**config.mk**
```make
export PLATFORM = sky130hd
export DESIGN_NAME = pc_word_packer
export DESIGN_NICKNAME = d
export VERILOG_FILES = /design/src/rtl/pc_packer_pkg.sv /design/src/rtl/pc_packer_ram.sv /design/src/rtl/pc_word_packer.sv
export SDC_FILE = /design/constraint.sdc
export NUM_CORES = 2
export LEC_CHECK = 0
export ABC_CLOCK_PERIOD_IN_PS = 36200
export BUFFER_PORTS_ARGS = -buffer_cell sky130_fd_sc_hd__buf_2
export CAP_MARGIN = 20
export CORE_MARGIN = 2
export CORE_UTILIZATION = 50
export CTS_CLUSTER_DIAMETER = 80
export CTS_CLUSTER_SIZE = 12
export DETAILED_ROUTE_END_ITERATION = 10
export HOLD_SLACK_MARGIN = 0.02
export PLACE_DENSITY = 0.65
export SLEW_MARGIN = 10
export SYNTH_ARGS = -nofsm -noshare
export SYNTH_HDL_FRONTEND = slang
export SYNTH_HIERARCHICAL = 1
export SYNTH_SLANG_ARGS = --single-unit
export TNS_END_PERCENT = 5
```
**constraint.sdc**
```tcl
create_clock -name sys_clk -period 36.2 [get_ports sys_clk]
set_input_delay 9.05 -clock sys_clk [delete_from_list [all_inputs] [get_ports sys_clk]]
set_output_delay 9.05 -clock sys_clk [all_outputs]
set_load 0.01 [all_outputs]
```
**src/rtl/pc_packer_pkg.sv**
```systemverilog
// rtl/pc_packer_pkg.sv - shared constants and helpers for the PC word packer
//
// Purpose: common definitions imported by pc_word_packer and pc_packer_ram.
//   clog2          : ceiling log2 used to size the sub-word index counter
//   PAD_VALUE      : bit value used to fill unwritten sub-words of a flushed word
//   RATIO_MIN/MAX  : legal range of sub-words per output word
//   DEPTH_LOG2_MIN : smallest supported storage depth exponent
package pc_packer_pkg;

  localparam bit PAD_VALUE      = 1'b0;
  localparam int RATIO_MIN      = 1;
  localparam int RATIO_MAX      = 8;
  localparam int DEPTH_LOG2_MIN = 3;

  function automatic int clog2(input int value);
    int r;
    r = 0;
    for (int i = 0; i < 31; i++) begin
      if ((1 << i) < value) r = i + 1;
    end
    return r;
  endfunction

endpackage

```
**src/rtl/pc_packer_ram.sv**
```systemverilog
// rtl/pc_packer_ram.sv - simple dual-port word store for the PC word packer
//
// Purpose: 2^ADDR_W x DATA_W array, one write port, one registered read port.
// Ports:
//   clk, rst        : clock, asynchronous active-high reset (read register only)
//   we/waddr/wdata  : write port
//   re/raddr        : read enable and address; rdata updates on enabled edges
//   rdata           : registered read data, 0 after reset
// In show-ahead mode the read register follows the next head every cycle, and a
// write landing on that same address is forwarded so a word written into an
// empty store is visible on the cycle empty falls.
module pc_packer_ram #(
  parameter int ADDR_W     = 8,
  parameter int DATA_W     = 16,
  parameter int SHOW_AHEAD = 0
) (
  input  logic              clk,
  input  logic              rst,
  input  logic              we,
  input  logic [ADDR_W-1:0] waddr,
  input  logic [DATA_W-1:0] wdata,
  input  logic              re,
  input  logic [ADDR_W-1:0] raddr,
  output logic [DATA_W-1:0] rdata
);

  logic [DATA_W-1:0] mem [2**ADDR_W];
  logic              fwd;

  // Normal mode never forwards: when full, a pop and a commit share the head
  // slot and the pop must return the old contents.
  assign fwd = (SHOW_AHEAD != 0) && we && (waddr == raddr);

  always_ff @(posedge clk) begin
    if (we) mem[waddr] <= wdata;
  end

  always_ff @(posedge clk or posedge rst) begin
    if (rst) begin
      rdata <= '0;
    end else if (re) begin
      rdata <= fwd ? wdata : mem[raddr];
    end
  end

endmodule

```
**src/rtl/pc_word_packer.sv**
```systemverilog
// rtl/pc_word_packer.sv - width-converting FIFO packing narrow PC words into SDRAM words
//
// Purpose: packs RATIO WIDTH_IN sub-words (first at the LSBs) into one wide word
// and buffers up to 2^DEPTH_LOG2 wide words.
// Optional feature macro: PC_PACKER_FLUSH_EN (flush commits a zero-padded
// partial word; when undefined the flush port is ignored).
// Ports:
//   sys_clk, rst          : clock, asynchronous active-high reset
//   wr_data, wr_ena       : input sub-word and its strobe
//   flush                 : commit partial word (PC_PACKER_FLUSH_EN only)
//   rd_req                : pop head word (ignored while empty)
//   rd_data, rd_valid     : output word and its valid flag
//   empty, full           : registered storage status
//   used_words, burst_rdy : stored word count and count >= BURST_LEN
//   overflow, clr_ovf     : sticky dropped-word flag and its clear
module pc_word_packer
  import pc_packer_pkg::*;
#(
  parameter int WIDTH_IN   = 8,
  parameter int RATIO      = 2,
  parameter int DEPTH_LOG2 = 8,
  parameter int BURST_LEN  = 8,
  parameter int SHOW_AHEAD = 0
) (
  input  logic                      sys_clk,
  input  logic                      rst,
  input  logic [WIDTH_IN-1:0]       wr_data,
  input  logic                      wr_ena,
  input  logic                      flush,
  input  logic                      rd_req,
  input  logic                      clr_ovf,
  output logic [WIDTH_IN*RATIO-1:0] rd_data,
  output logic                      rd_valid,
  output logic                      empty,
  output logic                      full,
  output logic [DEPTH_LOG2:0]       used_words,
  output logic                      burst_rdy,
  output logic                      overflow
);

  localparam int WIDTH_OUT = WIDTH_IN * RATIO;
  localparam int IDX_W     = (clog2(RATIO) > 0) ? clog2(RATIO) : 1;
  localparam int CNT_W     = DEPTH_LOG2 + 1;
  localparam logic [IDX_W-1:0] LAST_IDX  = IDX_W'(RATIO - 1);
  localparam logic [CNT_W-1:0] CAPACITY  = CNT_W'(1 << DEPTH_LOG2);
  localparam logic [CNT_W-1:0] BURST_THR = CNT_W'(BURST_LEN);

  logic [IDX_W-1:0]      sub_idx;
  logic [WIDTH_OUT-1:0]  pack_reg;
  logic [WIDTH_OUT-1:0]  pack_next;
  logic                  word_done;
  logic                  flush_commit;
  logic                  commit;
  logic                  pop;
  logic                  do_write;
  logic                  drop;
  logic [DEPTH_LOG2-1:0] wr_ptr;
  logic [DEPTH_LOG2-1:0] rd_ptr;
  logic [DEPTH_LOG2-1:0] rd_ptr_next;
  logic [DEPTH_LOG2-1:0] rd_addr;
  logic                  rd_en;
  logic [CNT_W-1:0]      used_next;

  // Insert the incoming sub-word at the current index. The accumulator is
  // cleared after every commit, so unwritten upper sub-words are already padding.
  always_comb begin
    pack_next = pack_reg;
    if (wr_ena) begin
      for (int k = 0; k < RATIO; k++) begin
        if (sub_idx == IDX_W'(k)) pack_next[k*WIDTH_IN +: WIDTH_IN] = wr_data;
      end
    end
  end

  assign word_done = wr_ena && (sub_idx == LAST_IDX);

`ifdef PC_PACKER_FLUSH_EN
  // A coincident write counts, so flush with wr_ena at index 0 still commits.
  assign flush_commit = flush && ((sub_idx != '0) || wr_ena);
`else
  assign flush_commit = flush & 1'b0;
`endif

  assign commit   = word_done || flush_commit;
  assign pop      = rd_req && !empty;
  // A pop in the same cycle frees the head slot, so a commit while full fits.
  assign do_write = commit && (!full || pop);
  assign drop     = commit && full && !pop;

  assign rd_ptr_next = pop ? rd_ptr + DEPTH_LOG2'(1) : rd_ptr;
  assign rd_addr     = (SHOW_AHEAD != 0) ? rd_ptr_next : rd_ptr;
  assign rd_en       = (SHOW_AHEAD != 0) ? 1'b1 : pop;

  always_comb begin
    used_next = used_words;
    if (do_write && !pop)      used_next = used_words + CNT_W'(1);
    else if (pop && !do_write) used_next = used_words - CNT_W'(1);
  end

  always_ff @(posedge sys_clk or posedge rst) begin
    if (rst) begin
      sub_idx  <= '0;
      pack_reg <= {WIDTH_OUT{PAD_VALUE}};
    end else if (commit) begin
      sub_idx  <= '0;
      pack_reg <= {WIDTH_OUT{PAD_VALUE}};
    end else if (wr_ena) begin
      sub_idx  <= sub_idx + IDX_W'(1);
      pack_reg <= pack_next;
    end
  end

  always_ff @(posedge sys_clk or posedge rst) begin
    if (rst) begin
      wr_ptr     <= '0;
      rd_ptr     <= '0;
      used_words <= '0;
      empty      <= 1'b1;
      full       <= 1'b0;
      burst_rdy  <= 1'b0;
      overflow   <= 1'b0;
    end else begin
      if (do_write) wr_ptr <= wr_ptr + DEPTH_LOG2'(1);
      rd_ptr     <= rd_ptr_next;
      used_words <= used_next;
      empty      <= (used_next == '0);
      full       <= (used_next == CAPACITY);
      burst_rdy  <= (used_next >= BURST_THR);
      if (drop)         overflow <= 1'b1;
      else if (clr_ovf) overflow <= 1'b0;
    end
  end

  generate
    if (SHOW_AHEAD != 0) begin : g_show_ahead
      assign rd_valid = !empty;
    end else begin : g_normal
      always_ff @(posedge sys_clk or posedge rst) begin
        if (rst) rd_valid <= 1'b0;
        else     rd_valid <= pop;
      end
    end
  endgenerate

  pc_packer_ram #(
    .ADDR_W     (DEPTH_LOG2),
    .DATA_W     (WIDTH_OUT),
    .SHOW_AHEAD (SHOW_AHEAD)
  ) u_ram (
    .clk   (sys_clk),
    .rst   (rst),
    .we    (do_write),
    .waddr (wr_ptr),
    .wdata (pack_next),
    .re    (rd_en),
    .raddr (rd_addr),
    .rdata (rd_data)
  );

endmodule
```
==> metrics.txt <==
dpl hpwl around 260 mm; Initial DRC Count 11.3k; Worst-Margin Slew ~1.2 ns; worst hold slack around 0.5 ns; global route overflow 0; RR Startpoint rd_addr[0]; FF-to-FF End u_ram/rdata[2]; worst slew margin relative to its limit 18.2%; Final TNS setup 0 ns; fmax around 0.08 GHz; overall power 13.3 mW; DIE HEIGHT between 500 and 600 um; CP Data Arrival Time approximately 13 ns; Crit Path Category input port to register; Via-to-Cell Ratio about 6.5; Post-CTS Hold Fix Bufs 0; Clock Root Buffer clkbuf_16; R2R cell count 10; CTS Buf Count between 300 and 400; Synth Flop Type edfxtp_1; synthesized area between 150,000 and 200,000 um^2; drt first pass iters 6; Hold Path Origin pack_reg[9]; RSZ-0062 raised after global routing no; nets slightly above 8k; ratio of cells with drive above 1 in the final layout approximately 21%; Chip Width ~570 um; clock latency on the worst-skew pair about 0.95 ns; Core Area around 320,000 um^2; PortBufs 42; Worst Hold Class register to register; Max Cap Viol 0; max reg flops 4,096; Clock Path Buffers 4; Placed Cells incl. Taps 12.0k; Post-synth EDFFs just over 4k; Slew Viols, Final 0; Initial Utilization between 50% and 60%; Data required, critical path roughly 37 ns; Setup Buffers After CTS 0; Worst Hold End pack_reg[9]; vias in the first global route 79.3k; Finished Layout Cells 12.5k; CTS tree done; post-route minimum period 12.50 ns; Total Wirelength 429 mm; Mapped Avg Cell Area 21.0 um^2; post_cts resized 0; initial antenna violation count 24; pwr dens ~75 nW/um^2; CP Max Fanout 87; overall global routing resource usage around a quarter; Worst setup EP type register; WL per Instance 34.3 um; Syn. warnings 6; Lkg Pwr approximately 57 nW; Area Growth Syn to Fin 10.3%; run status completed; final RePlAce weighted congestion 0.867; R2R Setup Slk slightly below 30 ns; final hold vios 0; Mapped Cells ~7.7k; Syn Nets between 7k and 8k; # rows 208; period utilization ~35%; critical path startpoint category input port; vias post-DR approximately 81k; Clock Skew roughly 0.060 ns; Worst-path clk slew 0.06 ns; H-tree depth 5; sequential area share after synthesis between 70% and 80%; post-layout util a little under three fifths; first-pass GRT wire length between 600 and 700 mm; # DRC 0; FFs w/ async S/R, synth under 10%; die area approximately 330,000 um^2; Seq cells post-synth about 4.2k; largest net degree at the start of global routing just under 200; final setup vio count 0; Boundary Pins 44; antenna viol nets, final 0; Max VDD drop between 0.07 and 0.08 mV; Sink Count approximately 4.2k; count of cell types in the netlist between 80 and 90; Hold Crit Depth 1
## layout make-up
cell class | count | area [um^2]
Clock buffer | 455 | 10100
Fill cell | 23753 | 143000
Antenna cell | 16 | 40.0
Clock inverter | 34 | 598
Inverter | 32 | 125
Multi-Input combinational cell | 3039 | 33900
Sequential cell | 4159 | 125000
Tap cell | 4305 | 5390
Timing Repair Buffer | 459 | 3650
## cells by family (layout without fill, tap and decap cells)
logic type      Yosys count  count (layout)  share of synthesized area, %
fa+ha+maj                 4               4                        0.0310
compound gates          882             882                          3.89
mux                    1395            1395                          14.5
other cells               0              16                             0
buf+inv                 492             980                          2.31
simple gates            740             740                          2.13
xor+xnor                 18              18                        0.0975
flops                  4159            4159                          77.0
## synthesized netlist by cell type (10+ instances only)
master     instances  area share [%]
a2111oi_0         14           0.076
a2111oi_1         12           0.074
a211o_1           15           0.081
a211oi_1          78            0.36
a21oi_1          103            0.32
a221oi_1          46            0.25
a22o_1            22            0.12
a22oi_1          134            0.62
and2_1            17           0.066
and3_1            13           0.050
buf_1             17           0.039
buf_12            36            0.45
buf_2             82            0.25
buf_4             37            0.17
buf_6             69            0.48
buf_8             39            0.36
clkbuf_1         161            0.37
clkbuf_4          11           0.051
dfrtp_1           62            0.96
edfxtp_1        4096              76
inv_1             30           0.070
mux2_2            43            0.30
mux2i_1          616             3.8
mux4_1            59            0.96
mux4_2           677             9.4
nand2_1          125            0.29
nand2b_1          10           0.039
nand3_1           68            0.21
nand4_1           45            0.17
nor2_1           330            0.77
nor2b_1           14           0.054
nor3_1            51            0.16
o211ai_1          10           0.046
o21ai_0          102            0.32
o21ai_1           13           0.040
o221ai_1         117            0.63
o22ai_1          168            0.65
xnor2_1           14           0.076
## worst max-delay path, stage by stage
cell and delay, ns:
buf_2 0.29, and2b_1 0.85, nand2_1 0.25, o21ai_4 0.11
buf_4 0.65, buf_4 0.83, buf_4 0.84
## stage by stage
step                      area, um^2  worst slack (ns)
after floorplan               162000             14.46
after global placement        167000             22.74
after detailed placement      167000             22.55
after CTS                     178000             23.57
after global routing          178000             23.46
final                         178000             23.70
## cell usage in the layout (no fill, tap or decap), drive strengths merged, types with 23 or more instances in the layout
cell,instances
edfxtp,4096
mux4,736
mux2i,616
clkbuf,458
buf,455
nor2,331
o22ai,170
a22oi,134
nand2,125
o221ai,120
o21ai,115
a21oi,104
a211oi,79
nand3,68
dfrtp,62
nor3,51
a221oi,50
nand4,45
inv,45
mux2,43
a2111oi,29
a22o,23
## metal layers
metal / global-route usage, % / part of all wire (%)
met2: 41.2 / 47
met4: 9.59 / 4.2
met1: 36.6 / 39
met3: 4.80 / 9.7
met5: 0 / 0.0072
## worst max path at each step
stage                   endpoint  startpoint  slack (ns)  depth (start not counted)
3_5_place_dp   u_ram/mem[229][3]      wr_ena       22.55                          7
3_3_place_gp   u_ram/mem[228][3]      wr_ena       22.74                          7
4_1_cts        u_ram/mem[230][3]      wr_ena       23.57                          7
2_1_floorplan    u_ram/mem[0][0]      wr_ena       14.46                          4
6_report         u_ram/mem[7][0]      wr_ena       23.70                          7
5_1_grt          u_ram/mem[7][0]      wr_ena       23.46                          7
## where the power goes
| group | internal (mW) | leakage, nW | switching, mW |
|---|---|---|---|
| sequential | 5.66 | 38.3 | 0.0880 |
| clock | 1.97 | 5.19 | 1.69 |
| combinational | 1.34 | 13.8 | 2.57 |
Power figures use the tool's default switching activity.
